<file path="config.mk">
export PLATFORM = sky130hd
export DESIGN_NAME = ssem_sequencer_flat
export DESIGN_NICKNAME = d
export VERILOG_FILES = /design/src/rtl/ssem_sequencer_if.sv /design/src/rtl/ssem_sequencer.sv /design/src/flat_wrapper.sv
export SDC_FILE = /design/constraint.sdc
export NUM_CORES = 1
export LEC_CHECK = 0
export CAP_MARGIN = 25
export CORE_ASPECT_RATIO = 0.9
export CORE_MARGIN = 2
export CORE_UTILIZATION = 53
export CTS_BUF_LIST = sky130_fd_sc_hd__clkbuf_8
export CTS_CLUSTER_DIAMETER = 60
export DETAILED_ROUTE_END_ITERATION = 10
export PLACE_DENSITY = 0.86
export SYNTH_ARGS = -nofsm -noshare
export SYNTH_HDL_FRONTEND = slang
export SYNTH_SLANG_ARGS = --single-unit
export TNS_END_PERCENT = 20
</file>
<file path="constraint.sdc">
create_clock -name clk -period 3.8 [get_ports clk]
set_input_delay 1.14 -clock clk [delete_from_list [all_inputs] [get_ports clk]]
set_output_delay 1.14 -clock clk [all_outputs]
set_load 0.02 [all_outputs]
</file>
<file path="src/rtl/ssem_sequencer_if.sv">
// Request, memory handshake and datapath control bundle between the SSEM
// sequencer (master) and its requester / memory / datapath environment (slave).
interface ssem_sequencer_if #(
  parameter int COUNT_W = 8
);
  logic               start;
  logic [1:0]         op;
  logic               mem_ready;
  logic               mem_read;
  logic               mem_write;
  logic [1:0]         mem_sel;
  logic               load_A;
  logic               load_B;
  logic               a_to_bus;
  logic               b_to_bus;
  logic               alu_to_bus;
  logic               alu_sub;
  logic               alu_latch;
  logic               busy;
  logic               done;
  logic               error;
  logic [COUNT_W-1:0] op_count;

  modport master (
    input  start, op, mem_ready,
    output mem_read, mem_write, mem_sel, load_A, load_B,
           a_to_bus, b_to_bus, alu_to_bus, alu_sub, alu_latch,
           busy, done, error, op_count
  );

  modport slave (
    output start, op, mem_ready,
    input  mem_read, mem_write, mem_sel, load_A, load_B,
           a_to_bus, b_to_bus, alu_to_bus, alu_sub, alu_latch,
           busy, done, error, op_count
  );
endinterface

</file>
<file path="src/rtl/ssem_sequencer.sv">
// Control sequencer for the SSEM datapath: runs the memory handshake and
// steps register loads, bus drives and the ALU for one operation at a time.
module ssem_sequencer #(
  parameter int WAIT_LIMIT = 15,
  parameter int COUNT_W    = 8
) (
  input  logic             clk,
  input  logic             reset,
  ssem_sequencer_if.master sq
);

  typedef enum logic [2:0] {
    S_IDLE, S_FETCH_A, S_FETCH_B, S_EXEC, S_WRITE, S_DONE, S_ERROR
  } state_t;

  localparam logic [1:0] OP_MOVA = 2'b10;
  localparam logic [1:0] OP_MOVB = 2'b11;

  localparam int              WCNT_W    = (WAIT_LIMIT > 1) ? $clog2(WAIT_LIMIT) : 1;
  localparam logic [WCNT_W-1:0] WAIT_LAST = WCNT_W'(WAIT_LIMIT - 1);

  state_t             state_q, state_d;
  logic [1:0]         op_q, op_d;
  logic [WCNT_W-1:0]  wait_q, wait_d;
  logic [COUNT_W-1:0] op_count_q, op_count_d;

  logic in_wait;
  logic timeout;

  always_ff @(posedge clk or posedge reset) begin
    if (reset) begin
      state_q    <= S_IDLE;
      op_q       <= 2'b00;
      wait_q     <= '0;
      op_count_q <= '0;
    end else begin
      state_q    <= state_d;
      op_q       <= op_d;
      wait_q     <= wait_d;
      op_count_q <= op_count_d;
    end
  end

  assign in_wait = (state_q == S_FETCH_A) || (state_q == S_FETCH_B) || (state_q == S_WRITE);
  // The last permitted wait cycle without an ack aborts instead of loading or writing.
  assign timeout = (wait_q == WAIT_LAST) && !sq.mem_ready;

  always_comb begin
    state_d    = state_q;
    op_d       = op_q;
    op_count_d = op_count_q;
    case (state_q)
      S_IDLE: begin
        if (sq.start) begin
          op_d    = sq.op;
          state_d = (sq.op == OP_MOVB) ? S_FETCH_B : S_FETCH_A;
        end
      end
      S_FETCH_A: begin
        if (sq.mem_ready)  state_d = (op_q == OP_MOVA) ? S_WRITE : S_FETCH_B;
        else if (timeout)  state_d = S_ERROR;
      end
      S_FETCH_B: begin
        if (sq.mem_ready)  state_d = (op_q == OP_MOVB) ? S_WRITE : S_EXEC;
        else if (timeout)  state_d = S_ERROR;
      end
      S_EXEC:  state_d = S_WRITE;
      S_WRITE: begin
        if (sq.mem_ready)  state_d = S_DONE;
        else if (timeout)  state_d = S_ERROR;
      end
      S_DONE: begin
        state_d = S_IDLE;
        if (op_count_q != {COUNT_W{1'b1}}) op_count_d = op_count_q + 1'b1;
      end
      S_ERROR: state_d = S_IDLE;
      default: state_d = S_IDLE;
    endcase

    // Staying in a wait state implies no ack this cycle; any state change restarts the count.
    if (!in_wait || (state_d != state_q)) wait_d = '0;
    else                                   wait_d = wait_q + 1'b1;
  end

  always_comb begin
    sq.mem_read   = 1'b0;
    sq.mem_write  = 1'b0;
    sq.mem_sel    = 2'd3;
    sq.load_A     = 1'b0;
    sq.load_B     = 1'b0;
    sq.a_to_bus   = 1'b0;
    sq.b_to_bus   = 1'b0;
    sq.alu_to_bus = 1'b0;
    sq.alu_sub    = 1'b0;
    sq.alu_latch  = 1'b0;
    sq.done       = 1'b0;
    sq.error      = 1'b0;
    sq.busy       = (state_q != S_IDLE);
    case (state_q)
      S_FETCH_A: begin
        sq.mem_read = 1'b1;
        sq.mem_sel  = 2'd0;
        sq.load_A   = sq.mem_ready;
      end
      S_FETCH_B: begin
        sq.mem_read = 1'b1;
        sq.mem_sel  = 2'd1;
        sq.load_B   = sq.mem_ready;
      end
      S_EXEC: begin
        sq.alu_latch = 1'b1;
        sq.alu_sub   = op_q[0];
      end
      S_WRITE: begin
        sq.mem_write = 1'b1;
        sq.mem_sel   = 2'd2;
        case (op_q)
          OP_MOVA: sq.a_to_bus   = 1'b1;
          OP_MOVB: sq.b_to_bus   = 1'b1;
          default: sq.alu_to_bus = 1'b1;
        endcase
      end
      S_DONE:  sq.done  = 1'b1;
      S_ERROR: sq.error = 1'b1;
      default: ;
    endcase
  end

  assign sq.op_count = op_count_q;

endmodule

</file>
<file path="src/flat_wrapper.sv">
// flat-port wrapper written by rule: the top's interface ports become plain ports
module ssem_sequencer_flat 
#(
  parameter int WAIT_LIMIT = 15,
  parameter int COUNT_W    = 8
)
  (clk, reset, sq_start, sq_op, sq_mem_ready, sq_mem_read, sq_mem_write, sq_mem_sel, sq_load_A, sq_load_B, sq_a_to_bus, sq_b_to_bus, sq_alu_to_bus, sq_alu_sub, sq_alu_latch, sq_busy, sq_done, sq_error, sq_op_count);
  ssem_sequencer_if #(.COUNT_W(COUNT_W)) sq_i ();
  input  logic clk;
  input  logic reset;
  input wire logic [$bits(sq_i.start)-1:0] sq_start;
  input wire logic [$bits(sq_i.op)-1:0] sq_op;
  input wire logic [$bits(sq_i.mem_ready)-1:0] sq_mem_ready;
  output wire logic [$bits(sq_i.mem_read)-1:0] sq_mem_read;
  output wire logic [$bits(sq_i.mem_write)-1:0] sq_mem_write;
  output wire logic [$bits(sq_i.mem_sel)-1:0] sq_mem_sel;
  output wire logic [$bits(sq_i.load_A)-1:0] sq_load_A;
  output wire logic [$bits(sq_i.load_B)-1:0] sq_load_B;
  output wire logic [$bits(sq_i.a_to_bus)-1:0] sq_a_to_bus;
  output wire logic [$bits(sq_i.b_to_bus)-1:0] sq_b_to_bus;
  output wire logic [$bits(sq_i.alu_to_bus)-1:0] sq_alu_to_bus;
  output wire logic [$bits(sq_i.alu_sub)-1:0] sq_alu_sub;
  output wire logic [$bits(sq_i.alu_latch)-1:0] sq_alu_latch;
  output wire logic [$bits(sq_i.busy)-1:0] sq_busy;
  output wire logic [$bits(sq_i.done)-1:0] sq_done;
  output wire logic [$bits(sq_i.error)-1:0] sq_error;
  output wire logic [$bits(sq_i.op_count)-1:0] sq_op_count;
  assign sq_i.start = sq_start;
  assign sq_i.op = sq_op;
  assign sq_i.mem_ready = sq_mem_ready;
  assign sq_mem_read = sq_i.mem_read;
  assign sq_mem_write = sq_i.mem_write;
  assign sq_mem_sel = sq_i.mem_sel;
  assign sq_load_A = sq_i.load_A;
  assign sq_load_B = sq_i.load_B;
  assign sq_a_to_bus = sq_i.a_to_bus;
  assign sq_b_to_bus = sq_i.b_to_bus;
  assign sq_alu_to_bus = sq_i.alu_to_bus;
  assign sq_alu_sub = sq_i.alu_sub;
  assign sq_alu_latch = sq_i.alu_latch;
  assign sq_busy = sq_i.busy;
  assign sq_done = sq_i.done;
  assign sq_error = sq_i.error;
  assign sq_op_count = sq_i.op_count;
  ssem_sequencer #(.WAIT_LIMIT(WAIT_LIMIT), .COUNT_W(COUNT_W)) u_core (.clk(clk), .reset(reset), .sq(sq_i));
endmodule
</file>
### Yosys cells after proc, flatten, opt, wreduce, memory -nomap -nowiden

Index checks and enable logic that the tools add are counted.

* register bits: 17
* input port bits: 6
* output and inout port bits: 22

* add/subtract/negate cells: 2
* eq/ne operators: 12
* mux-type cells: 25
* reduce and logical (&&, ||, !) cells: 12

Operators with widths (count)
* $mux 3: 7
* $pmux 3 s5: 1
* $mux 1: 14
* $eq 3x3->1 const B: 3
* $add 8x1->8 const B: 1
* $ne 8x8->1 const B: 1
* $eq 2x2->1 const B: 3
* $eq 3x2->1 const B: 2
* $pmux 2 s3: 1
* $add 4x1->4 const B: 1
* $eq 4x4->1 const B: 1
* $mux 4: 1
* $reduce_and 2->1: 2
* $reduce_or 2->1: 2
* $eq 3x1->1 const B: 1
* $logic_not 3->1: 1
* $logic_or 1x1->1: 3
* $ne 3x3->1: 1
* $reduce_bool 3->1: 1
* $logic_not 1->1: 2
* $mux 2: 1
* $logic_and 1x1->1: 1

### Longest topological paths before layout

Gate-level depths: netlist (run 1).

* depth after elaboration: 8
* gate-level depth with buffers: 7
* gate-level depth less buffers: 7

### Worst setup path before layout (run 1)

No wires, ideal clock.

* kind: input-to-output
* start point: input port sq_mem_ready
* end point: output port sq_load_B
* arrival time: 1.669 ns
* path slack: 0.991 ns
* cell stages on the path: 3
* cell sequence: buf_4 -> nand2b_1 -> nor2_1

* longest elaborated chain between the ends: 1

Ends and longest elaborated chain
* from (decl): RTL line flat_wrapper.sv:13 `input wire logic [$bits(sq_i.mem_ready)-1:0] sq_mem_ready;`
* $mux 1: RTL line ssem_sequencer.sv:99 `case (state_q)`
* to (decl): RTL line flat_wrapper.sv:18 `output wire logic [$bits(sq_i.load_B)-1:0] sq_load_B;`

Every way passes these cells.

### Worst setup path in the final report (run 1)

Ends and elaborated chain as after synthesis.

==> results of run 1 <==
==> power by group <==
| group | internal (W) | switching [W] | total, W | leakage, nW |
|---|---|---|---|---|
| combinational | 0.000213 | 0.000234 | 0.000446 | 0.346 |
| sequential | 0.000224 | 0.0000797 | 0.000304 | 0.226 |
| clock | 0.0000713 | 0.0000548 | 0.000126 | 0.0269 |
| total | 0.000508 | 0.000368 | 0.000876 | 0.599 |
==> sequential cells by signal (all words and copies together) (netlist names) <==
register and flops:
u_core.wait_q 4, u_core.state_q 3, u_core.sq.op_count 8, u_core.op_q 2
==> logic make-up after synthesis <==
family	Yosys count
AND/OR/NAND/NOR	45
AO/OA/AOI/OAI	18
flip-flops	17
XOR/XNOR	11
buffers and inverters	11
multiplexers	3
adder cells (fa/ha/maj)	3
==> worst min path at each step <==
stage                          start                     to  slack, ps  depth (start not counted)
2_1_floorplan       u_core.wait_q[0]       u_core.wait_q[0]        460                          1
3_3_place_gp        u_core.wait_q[0]       u_core.wait_q[0]        480                          1
3_5_place_dp        u_core.wait_q[0]       u_core.wait_q[0]        490                          1
4_1_cts        u_core.sq.op_count[5]  u_core.sq.op_count[5]        500                          1
5_1_grt             u_core.wait_q[0]       u_core.wait_q[0]        520                          1
6_report       u_core.sq.op_count[5]  u_core.sq.op_count[5]        500                          1
==> stage by stage <==
step           instance area [sq um]  setup WS [ps]
4_1_cts                         1370            149
2_1_floorplan                   1050            991
5_1_grt                         1370           98.4
3_5_place_dp                    1330            160
6_report                        1370            161
3_3_place_gp                    1330            216
==> synthesized netlist by cell type (2+ instances only) <==
cell / number
nand3_1: 3
and3_1: 5
nand2b_1: 3
dfrtp_1: 17
a21oi_1: 2
mux2_1: 3
xnor2_1: 7
nand2_1: 8
buf_2: 2
inv_2: 3
ha_1: 3
nand4_1: 3
nor2_1: 9
o21ai_1: 2
nor3_1: 5
xor2_1: 4
inv_1: 4
==> metal layers <==
metal,vias to the layer above,part of all wire (%)
met5,-,0
met4,0,0.84
met3,2,5.5
met2,32,50
met1,430,44
li1,445,-
==> final cells by class <==
type	instances	share of cell area [%]
clock buffers	3	3.01
clock inverters	1	0.273
inverters	7	1.91
multi-input cells	80	41.3
flip-flops and latches	17	31.0
well taps	25	2.28
repair buffers	28	20.2
==> results.sh, run 1 <==
export IMPL_status="finished clean"
export IMPL_cpMostUsedCell="clkdlybuf4s50_1"
export IMPL_synth_simple_area_share_pct=24.1
export IMPL_synth_edff_count=0
export IMPL_vias=909
export IMPL_wl_per_cell_microns=13.4
export IMPL_fp_coreArea_sq_um=1900
export IMPL_synth_top_family_by_area="simple AND/OR/NAND/NOR gates"
export IMPL_gr_usage_met3_pct=4.55
export IMPL_crit_arrival_ps=2500
export IMPL_initial_utilization_pct=55.2
export IMPL_cts_sinks=17
export IMPL_io_pins=28
export IMPL_whs_ps=500
export IMPL_grt_max_degree=18
export IMPL_synth_largest_area_cell="dfrtp_1"
export IMPL_place_inst=157
export IMPL_slowest_stage="clkdlybuf4s50_1"
export IMPL_synth_compound_area_share_pct=14.0
export IMPL_gp_congestion=0.927
export IMPL_cts_inserted_buffers=3
export IMPL_cts_clk_slew_worst_paths_ps=60
export IMPL_yosys_top_cells_area="dfrtp_1 (41%), xnor2_1 (5.9%), ha_1 (3.6%), xor2_1 (3.3%), nor2_1 (3.2%)"
export IMPL_stdcell_count=161
export IMPL_hpwl_microns=1650
export IMPL_critical_path_required_ps=2660
export IMPL_worstMarginPinSlew_ps=629
export IMPL_clockBufferDepth=2
export IMPL_finalCritPeriodShare_pct=95.8
export IMPL_period_minus_slack_ps=3640
export IMPL_worst_setup_path_end_kind="output port"
export IMPL_route_detailed_drc=0
export IMPL_wl_microns=2150
export IMPL_layout_commonest_cell="clkdlybuf4s50_1"
export IMPL_postRouteAntennaNets=0
export IMPL_htree_levels=1
export IMPL_p_leak_nw=0.599
export IMPL_cp_max_fo=3
export IMPL_placementRows=15
export IMPL_fillers=163
export IMPL_grt_total_usage_pct=21.4
export IMPL_critPathBufInv=2
export IMPL_drtIter0Drc=22
export IMPL_power_density_nw_per_um2=638
export IMPL_synth_top_area_share_pct=40.6
export IMPL_criticalPathCategory="in2out"
export IMPL_crit_start="sq_mem_ready"
export IMPL_areaGrowthSynthToFinish_pct=31.1
export IMPL_root_buffer="clkbuf_8"
export IMPL_drtPass1Iterations=4
export IMPL_crit_path_max_incr_delay_ps=620
export IMPL_relSlewSlack_pct=58.0
export IMPL_cts_resized=0
export IMPL_cts_hold_buffers=0
export IMPL_finalSetupTns_ps=0
export IMPL_multi_input_area_sq_um=567
export IMPL_synth_cell_types=42
export IMPL_cts_tree="built"
export IMPL_ir_worst_vdd_mv=0.349
export IMPL_num_nets_final=146
export IMPL_syn_inst=108
export IMPL_clkLatencyLatePin_ps=240
export IMPL_r2r_end="u_core.wait_q[3]"
export IMPL_crit_chain="clkdlybuf4s50_1 > nand2b_1 > nor2_1 > clkdlybuf4s50_1"
export IMPL_drive_gt1_share_pct=9.56
export IMPL_synthesis_area_sq_um=1050
export IMPL_r2r_cells=5
export IMPL_seq_area_sq_um=425
export IMPL_muxShareOfSynthArea_pct=3.23
export IMPL_io_buffer_count=27
export IMPL_max_cap_violations=0
export IMPL_top_usage_layer="met2"
export IMPL_met1_usage_pct=26.0
export IMPL_synth_ff_type="dfrtp_1"
export IMPL_antenna_found_initial=0
export IMPL_die_area_sq_um=2350
export IMPL_yosys_area_share_adder_pct=3.58
export IMPL_startpoint_type="input port"
export IMPL_grt_pass1_vias=882
export IMPL_layout_common_cells="clkdlybuf4s50_1 (27), dfrtp_1 (17), nor2_1 (9)"
export IMPL_ys_seq_elements=17
export IMPL_diodes=0
export IMPL_cp_depth=4
export IMPL_rrSetupSlack_ps=1920
export IMPL_fin_skew_ps=1.39
export IMPL_yosysWarnings=0
export IMPL_cts_setup_buffers=0
export IMPL_avgViaCountPerCell=5.65
export IMPL_syn_mean_instance_area_sq_um=9.70
export IMPL_hold_class="reg2reg"
export IMPL_crit_family="buffers and inverters"
export IMPL_hold_viol=0
export IMPL_fmax_mhz=275
export IMPL_synth_nets=117
export IMPL_die_x_microns=50.9
export IMPL_setup_violations=0
export IMPL_use_met2_pct=38.2
export IMPL_fin_util_pct=72.4
export IMPL_rsz0062_at_grt="false"
export IMPL_die_h_microns=46.2
export IMPL_grt_pass1_wl_microns=3750
export IMPL_yosysSeqAreaShare_pct=40.6
export IMPL_synth_xor_area_share_pct=9.20
export IMPL_final_max_slew_viol_count=0
export IMPL_p_total_w=0.000876
export IMPL_timing_rr_start="u_core.state_q[0]"
export IMPL_grt_ovfl_total=0
export IMPL_ys_async_sr_fraction_pct=100
export IMPL_cp_endpoint="sq_load_B"
Note: power is estimated with default switching activity, not from simulation.
==> inputs of run 2 (changes only) <==
--- a/config.mk
+++ b/config.mk
@@ -5,7 +5,6 @@
 export SDC_FILE = /design/constraint.sdc
 export NUM_CORES = 1
 export LEC_CHECK = 0
-export CAP_MARGIN = 25
 export CORE_ASPECT_RATIO = 0.9
 export CORE_MARGIN = 2
 export CORE_UTILIZATION = 53
==> results of run 2 <==
Same layout as run 1: the final DEF is identical, and so are final timing and power.
